<file path="config.mk">
export PLATFORM = sky130hd
export DESIGN_NAME = regfile_sb_flat
export DESIGN_NICKNAME = d
export VERILOG_FILES = /design/src/rtl/regfile_pkg.sv /design/src/rtl/regfile_sb_if.sv /design/src/rtl/pend_counter.sv /design/src/rtl/regfile_sb.sv /design/src/flat_wrapper.sv
export SDC_FILE = /design/constraint.sdc
export NUM_CORES = 2
export LEC_CHECK = 0
export BUFFER_PORTS_ARGS = -buffer_cell sky130_fd_sc_hd__buf_2
export CORE_MARGIN = 4
export CORE_UTILIZATION = 60
export CTS_BUF_LIST = sky130_fd_sc_hd__clkbuf_8 sky130_fd_sc_hd__clkbuf_16
export DETAILED_ROUTE_END_ITERATION = 10
export PLACE_DENSITY = 0.79
export SYNTH_ARGS = -nofsm -noshare
export SYNTH_HDL_FRONTEND = slang
export SYNTH_HIERARCHICAL = 1
export SYNTH_SLANG_ARGS = --single-unit
</file>
<file path="constraint.sdc">
create_clock -name clk -period 2.9 [get_ports clk]
set_input_delay 0.29 -clock clk [delete_from_list [all_inputs] [get_ports clk]]
set_output_delay 0.29 -clock clk [all_outputs]
set_load 0.01 [all_outputs]
</file>
<file path="src/rtl/regfile_pkg.sv">
// Shared widths, types and constants for the register file with
// write-pending scoreboard.
package regfile_pkg;

  localparam int DEF_DATA_W = 32;
  localparam int DEF_ADDR_W = 5;

  typedef logic [DEF_DATA_W-1:0] word_t;
  typedef logic [DEF_ADDR_W-1:0] reg_addr_t;

  localparam reg_addr_t R_ZERO = '0;

  // Mode 1 seeds register i with i so a fresh machine reads distinguishable values.
  function automatic int unsigned resetValue(input int unsigned idx, input int mode);
    return (mode == 1 && idx != 0) ? idx : 0;
  endfunction

endpackage

</file>
<file path="src/rtl/regfile_sb_if.sv">
// Decode/writeback-facing bus of the register file: read ports, writeback,
// destination reservation and scoreboard status.
interface regfile_sb_if
  import regfile_pkg::*;
#(
  parameter int DATA_W = DEF_DATA_W,
  parameter int ADDR_W = DEF_ADDR_W,
  parameter int NUM_RD = 2
);

  localparam int NREGS = 2 ** ADDR_W;

  logic [NUM_RD*ADDR_W-1:0] rd_addr;
  logic [NUM_RD*DATA_W-1:0] rd_data;
  logic [NUM_RD-1:0]        rd_busy;
  logic                     wr_en;
  logic [ADDR_W-1:0]        wr_addr;
  logic [DATA_W-1:0]        wr_data;
  logic                     iss_en;
  logic [ADDR_W-1:0]        iss_addr;
  logic                     iss_ready;
  logic [NREGS-1:0]         busy_vec;
  logic                     pend_err;
  logic [DATA_W-1:0]        probe;

  modport master (
    output rd_addr, wr_en, wr_addr, wr_data, iss_en, iss_addr,
    input  rd_data, rd_busy, iss_ready, busy_vec, pend_err, probe
  );

  modport slave (
    input  rd_addr, wr_en, wr_addr, wr_data, iss_en, iss_addr,
    output rd_data, rd_busy, iss_ready, busy_vec, pend_err, probe
  );

endinterface

</file>
<file path="src/rtl/pend_counter.sv">
// Saturating up/down counter tracking in-flight writes to one register.
// Simultaneous inc and dec cancel; inc at max and dec at zero are ignored.
module pend_counter #(
  parameter int W = 2
) (
  input  logic         clk,
  input  logic         rst,
  input  logic         inc,
  input  logic         dec,
  output logic [W-1:0] count,
  output logic         at_max,
  output logic         nonzero
);

  logic [W-1:0] count_q;
  logic [W-1:0] count_d;

  always_comb begin
    count_d = count_q;
    if (inc && !dec && !at_max) begin
      count_d = count_q + 1'b1;
    end else if (dec && !inc && nonzero) begin
      count_d = count_q - 1'b1;
    end
  end

  always_ff @(posedge clk or negedge rst) begin
    if (!rst) begin
      count_q <= '0;
    end else begin
      count_q <= count_d;
    end
  end

  assign count   = count_q;
  assign at_max  = &count_q;
  assign nonzero = |count_q;

endmodule

</file>
<file path="src/rtl/regfile_sb.sv">
// Multi-read-port register file with zero register, write-to-read bypass,
// probe port and a per-register pending-write scoreboard.
module regfile_sb
  import regfile_pkg::*;
#(
  parameter int DATA_W     = DEF_DATA_W,
  parameter int ADDR_W     = DEF_ADDR_W,
  parameter int NUM_RD     = 2,
  parameter int PEND_W     = 2,
  parameter int PROBE_IDX  = 1,
  parameter int RESET_MODE = 1
) (
  input logic        clk,
  input logic        rst,
  regfile_sb_if.slave bus
);

  localparam int NREGS = 2 ** ADDR_W;
  localparam logic [ADDR_W-1:0] ZERO_ADDR = ADDR_W'(R_ZERO);

  logic [DATA_W-1:0]            regs_q [NREGS];
  logic [NREGS-1:0][PEND_W-1:0] pendCount;
  logic [NREGS-1:0]             atMax;
  logic [NREGS-1:0]             nonZero;
  logic [NREGS-1:0]             wbVec;
  logic [NREGS-1:0]             issFire;
  logic                         wrLive;
  logic                         pendErr_q;
  logic                         pendErr_d;

  assign wrLive = bus.wr_en && (bus.wr_addr != ZERO_ADDR);

  // A writeback in the same cycle frees a slot, so a full register can still accept an issue.
  assign bus.iss_ready = (bus.iss_addr == ZERO_ADDR) || !atMax[bus.iss_addr] ||
                         (bus.wr_en && (bus.wr_addr == bus.iss_addr));

  always_comb begin
    wbVec   = '0;
    issFire = '0;
    for (int r = 1; r < NREGS; r++) begin
      wbVec[r]   = bus.wr_en && (bus.wr_addr == ADDR_W'(r)) && nonZero[r];
      issFire[r] = bus.iss_en && bus.iss_ready && (bus.iss_addr == ADDR_W'(r));
    end
  end

  assign pendCount[0] = '0;
  assign atMax[0]     = 1'b0;
  assign nonZero[0]   = 1'b0;

  for (genvar r = 1; r < NREGS; r++) begin : gPend
    pend_counter #(
      .W (PEND_W)
    ) uCnt (
      .clk     (clk),
      .rst     (rst),
      .inc     (issFire[r]),
      .dec     (wbVec[r]),
      .count   (pendCount[r]),
      .at_max  (atMax[r]),
      .nonzero (nonZero[r])
    );
  end

  always_ff @(posedge clk or negedge rst) begin
    if (!rst) begin
      for (int i = 0; i < NREGS; i++) begin
        regs_q[i] <= DATA_W'(resetValue(i, RESET_MODE));
      end
    end else if (wrLive) begin
      regs_q[bus.wr_addr] <= bus.wr_data;
    end
  end

  // An unexpected writeback is still written; the error only flags the bookkeeping slip.
  assign pendErr_d = pendErr_q | (wrLive && !nonZero[bus.wr_addr]);

  always_ff @(posedge clk or negedge rst) begin
    if (!rst) begin
      pendErr_q <= 1'b0;
    end else begin
      pendErr_q <= pendErr_d;
    end
  end

  always_comb begin
    logic [ADDR_W-1:0] addr;
    logic [DATA_W-1:0] word;
    bus.rd_data = '0;
    bus.rd_busy = '0;
    addr        = '0;
    word        = '0;
    for (int p = 0; p < NUM_RD; p++) begin
      addr = bus.rd_addr[p*ADDR_W +: ADDR_W];
      word = regs_q[addr];
      if (addr == ZERO_ADDR) begin
        word = '0;
      end else if (bus.wr_en && (bus.wr_addr == addr)) begin
        word = bus.wr_data;
      end
      bus.rd_data[p*DATA_W +: DATA_W] = word;
      bus.rd_busy[p] = (pendCount[addr] - PEND_W'(wbVec[addr])) != '0;
    end
  end

  assign bus.busy_vec = nonZero;
  assign bus.pend_err = pendErr_q;
  assign bus.probe    = regs_q[PROBE_IDX];

endmodule

</file>
<file path="src/flat_wrapper.sv">
// flat-port wrapper written by rule: the top's interface ports become plain ports
module regfile_sb_flat import regfile_pkg::*;
#(
  parameter int DATA_W     = DEF_DATA_W,
  parameter int ADDR_W     = DEF_ADDR_W,
  parameter int NUM_RD     = 2,
  parameter int PEND_W     = 2,
  parameter int PROBE_IDX  = 1,
  parameter int RESET_MODE = 1
)
  (clk, rst, bus_rd_addr, bus_wr_en, bus_wr_addr, bus_wr_data, bus_iss_en, bus_iss_addr, bus_rd_data, bus_rd_busy, bus_iss_ready, bus_busy_vec, bus_pend_err, bus_probe);
  regfile_sb_if #(.DATA_W(DATA_W), .ADDR_W(ADDR_W), .NUM_RD(NUM_RD)) bus_i ();
  input logic clk;
  input logic rst;
  input wire logic [$bits(bus_i.rd_addr)-1:0] bus_rd_addr;
  input wire logic [$bits(bus_i.wr_en)-1:0] bus_wr_en;
  input wire logic [$bits(bus_i.wr_addr)-1:0] bus_wr_addr;
  input wire logic [$bits(bus_i.wr_data)-1:0] bus_wr_data;
  input wire logic [$bits(bus_i.iss_en)-1:0] bus_iss_en;
  input wire logic [$bits(bus_i.iss_addr)-1:0] bus_iss_addr;
  output wire logic [$bits(bus_i.rd_data)-1:0] bus_rd_data;
  output wire logic [$bits(bus_i.rd_busy)-1:0] bus_rd_busy;
  output wire logic [$bits(bus_i.iss_ready)-1:0] bus_iss_ready;
  output wire logic [$bits(bus_i.busy_vec)-1:0] bus_busy_vec;
  output wire logic [$bits(bus_i.pend_err)-1:0] bus_pend_err;
  output wire logic [$bits(bus_i.probe)-1:0] bus_probe;
  assign bus_i.rd_addr = bus_rd_addr;
  assign bus_i.wr_en = bus_wr_en;
  assign bus_i.wr_addr = bus_wr_addr;
  assign bus_i.wr_data = bus_wr_data;
  assign bus_i.iss_en = bus_iss_en;
  assign bus_i.iss_addr = bus_iss_addr;
  assign bus_rd_data = bus_i.rd_data;
  assign bus_rd_busy = bus_i.rd_busy;
  assign bus_iss_ready = bus_i.iss_ready;
  assign bus_busy_vec = bus_i.busy_vec;
  assign bus_pend_err = bus_i.pend_err;
  assign bus_probe = bus_i.probe;
  regfile_sb #(.DATA_W(DATA_W), .ADDR_W(ADDR_W), .NUM_RD(NUM_RD), .PEND_W(PEND_W), .PROBE_IDX(PROBE_IDX), .RESET_MODE(RESET_MODE)) u_core (.clk(clk), .rst(rst), .bus(bus_i));
endmodule
</file>
==> run_results.csv <==
group,metric,value,unit
timing,timing.final.ws_setup,-0.383,ns
logic_synthesis,synth_cells,4147,
global_route,grt_pass1_wl,277,mm
logic_synthesis,syn_area_per_cell,14.9,um2
logic_synthesis,post_synth_instance_area,0.0620,mm2
route,antenna_left,0,
critical_path,crit_chain,"mux4_2 -> mux4_2 -> or4_1 -> o21ai_2 -> mux2i_4 -> buf_2",
timing,setup_viol,22,
logic_synthesis,ys_warn_count,6,
route,viasPerCell,7.19,
power_and_ir_drop,p_per_area,674,mW/mm2
logic_synthesis,synth_top_area_share,40.7,%
hold_path,hp-class,"input port to flop",
status,violations,"negative setup slack",
finish,finalNetCount,4406,
critical_path,crit_path_frequent_cell,"mux4_2",
placed_design,place_congestion,0.921,
timing,hold_slack,0.0971,ns
critical_path,critical_path.max_stage_delay,0.52,ns
logic_synthesis,yosys-top-cells-count,"dfrtp_1 (1007), mux2_2 (998), mux4_2 (687), clkbuf_1 (218), nor2_1 (186)",
logic_synthesis,synthMostInstantiatedCell,"dfrtp_1",
logic_synthesis,synth-seq-cells,1087,
cts,clock_sinks,1087,
timing,worst_pin_slew,1.01,ns
critical_path,cp-start-kind,"flop",
placed_design,placed_area,0.0664,mm2
logic_synthesis,synth_xor_area_share,0.170,%
floorplan,die_h,329,um
route,dr.pass1.iters,7,
placed_design,post-place-ws,-0.104,ns
logic_synthesis,yosys.area.top_type,"dfrtp_1",
global_route,grtUsageTotal,34.5,%
logic_synthesis,ys_seq_area_share,44.1,%
timing,rsz0062_at_grt,"yes",
cts,cts_root_buffer,"clkbuf_16",
critical_path,crit_slowest_cell,"mux4_2",
timing,finalCriticalPeriod,3.28,ns
cts,cts_max_level,3,
route,vias,41900,
cts,clk_path_buf_depth,3,
finish,drive_gt1_share,63.8,%
global_route,grt_remaining_overflow,0,
floorplan,ios,188,
floorplan,core,0.102,mm2
global_route,grt_max_degree,85,
logic_synthesis,synth_edf_count,0,
logic_synthesis,synth_compound_area_share,2.73,%
floorplan,start_util,60.6,%
finish,syn_to_final_growth,15.8,%
floorplan,row_count,117,
logic_synthesis,synth_mux_area_share,44.3,%
logic_synthesis,synth-adder-area-share,0,%
route,drt_iter0_drc,5284,
critical_path,critPathRequiredTime,2.61,ns
placed_design,io_buffers,186,
cts,cts_tree,"built",
finish,fin_area,0.0717,mm2
cts,cts_made_buffers,113,
logic_synthesis,synthFlopType,"dfrtp_1",
power_and_ir_drop,ir_worst_vdd,0.000515,V
global_route,grt_pass1_vias,42500,
timing,setup_tns,-1.39,ns
logic_synthesis,synth_top_family_by_area,"multiplexers",
finish,fin_util,70.2,%
floorplan,die_width,329,um
global_route,antenna_found_initial,6,
critical_path,endpoint_kind,"primary output",
critical_path,cp_max_fo,3,
logic_synthesis,synth-simple-area-share,5.22,%
status,status,"finished, violations left",
power_and_ir_drop,p_leak,30.5,nW
cts,clk_latency,0.72,ns
floorplan,die_area,0.108,mm2
timing,drv_slew,0,
timing,relSlewSlack,33.0,%
cts,clk_pin_slew,0.06,ns
timing,clock-skew-final,0.0131,ns
timing,hold_viol_final,0,
logic_synthesis,synthArstFlopShare,100,%
logic_synthesis,synthTopCellsByArea,"dfrtp_1 (41%), mux4_2 (25%), mux2_2 (18%)",
timing,max_freq,0.305,GHz
critical_path,path_class,"flop to primary output",
logic_synthesis,ys_types,70,
timing,min_period_over_period,113,%
route,wirelength,186,mm
route,drc,0,
critical_path,arrival,2.99,ns
run,maxCapViolCount,0,
logic_synthesis,syn_nets,4203,
placed_design,dpl.hpwl,113,mm
route,avgRoutedWirePerCell,32.0,um
## cell families (layout without fill, tap and decap cells)
family | after synthesis | in the layout
AO/OA/AOI/OAI | 244 | 244
multiplexers | 1760 | 1760
other | 1 | 6
XOR/XNOR | 12 | 12
flip-flops | 1087 | 1087
AND/OR/NAND/NOR | 560 | 560
buffers and inverters | 483 | 786
## worst max-delay path, delay by kind of cell, from the launching register on
kind | cells | cell delay, ns
AOI/OAI and AO/OA | 1 | 0.10
buffers and inverters | 1 | 0.15
DFF | 1 | 0.43
muxes | 3 | 1.14
and+or+nand+nor | 1 | 0.44
## final cells by class
class	instances	area [um2]
inverter	8	36.3
tap	1368	1710
timing repair buffer	563	5160
clock buffer	145	3290
antenna	5	12.5
sequential	1087	27300
fill	6460	30500
multi-input combinational	2577	33400
clock inverter	70	820
## worst paths after layout
kind	from	endpoint	slack (ns)	cells past startpoint
setup / recovery	u_core/gPend[10].uCnt/count[0]$_DFFE_PN0P_	bus_rd_busy[1]	-0.38	6
hold / removal	bus_wr_data[19]	u_core/regs_q[435]$_DFFE_PN0P_	0.1	2
setup reg to reg	u_core/gPend[4].uCnt/count[0]$_DFFE_PN0P_	u_core/gPend[29].uCnt/count[0]$_DFFE_PN0P_	0.10	13
hold reg to reg	u_core/regs_q[995]$_DFFE_PN0P_	u_core/regs_q[995]$_DFFE_PN0P_	0.40	0
max in group asynchronous	rst	u_core/regs_q[611]$_DFFE_PN1P_	1.64	4
min in group asynchronous	rst	u_core/regs_q[760]$_DFFE_PN0P_	0.14	2
## placed cells by master, fill, tap and decap left out, types with 15 or more instances in the layout
cell type,netlist,layout
mux2i_1,75,48
inv_1,7,21
nor2b_1,44,34
nor2_1,186,155
nand2b_1,67,67
buf_2,146,171
or2_2,34,20
nand2_1,30,16
mux2i_2,0,15
clkinv_2,0,28
buf_4,36,268
a211oi_2,0,34
a21oi_1,39,39
clkbuf_8,0,30
dfrtp_1,1007,973
o21ai_1,33,37
buf_12,0,99
and3b_1,33,33
nor3_2,31,32
dfrtp_2,0,34
and2_2,31,30
buf_6,5,18
clkbuf_16,0,115
and3_1,30,30
mux4_2,687,687
a211oi_1,70,32
nor2_4,0,23
mux2_2,998,998
bufinv_16,0,17
a21oi_2,31,31
dfstp_2,80,80
nand3_1,18,18
## routing by layer
layer	vias up	wire [um]	global-route usage, %
met4	2	9330	15.6
met2	2661	87200	52.7
met5	-	13	0
met3	554	19900	8.57
met1	22200	69900	47.6
li1	16500	-	-
## report_power, final
part | internal [mW] | total, mW | leakage (nW) | switching, mW
registers | 18.2 | 20.5 | 13.7 | 2.31
logic | 7.16 | 12.0 | 14.7 | 4.82
clock network | 9.49 | 15.9 | 2.10 | 6.36
total | 34.9 | 48.3 | 30.5 | 13.5
## through the flow
step,std cells,power [mW]
final,5823,48.3
after detailed placement,5554,31.8
after global routing,5822,50.1
after global placement,5554,31.3
after floorplan,4147,27.9
after CTS,5788,48.0
## state kept, by name, summed over array words and instances (netlist names)
signal / flops
u_core/bus.pend_err: 1
u_core/bus.probe: 32
u_core/gPend.uCnt/count: 62
u_core/regs_q: 992
## repair_timing
| item | in CTS | in global routing |
|---|---|---|
| setup endpoints to repair | 40 | 86 |
| hold buffers | 2 | 0 |
| hold endpoints to repair | 132 | 0 |
| resized for setup | 99 | 110 |
| pin swaps | 36 | 27 |
| setup buffers | 30 | 30 |
No activity file was read; power rests on OpenSTA's default activity.
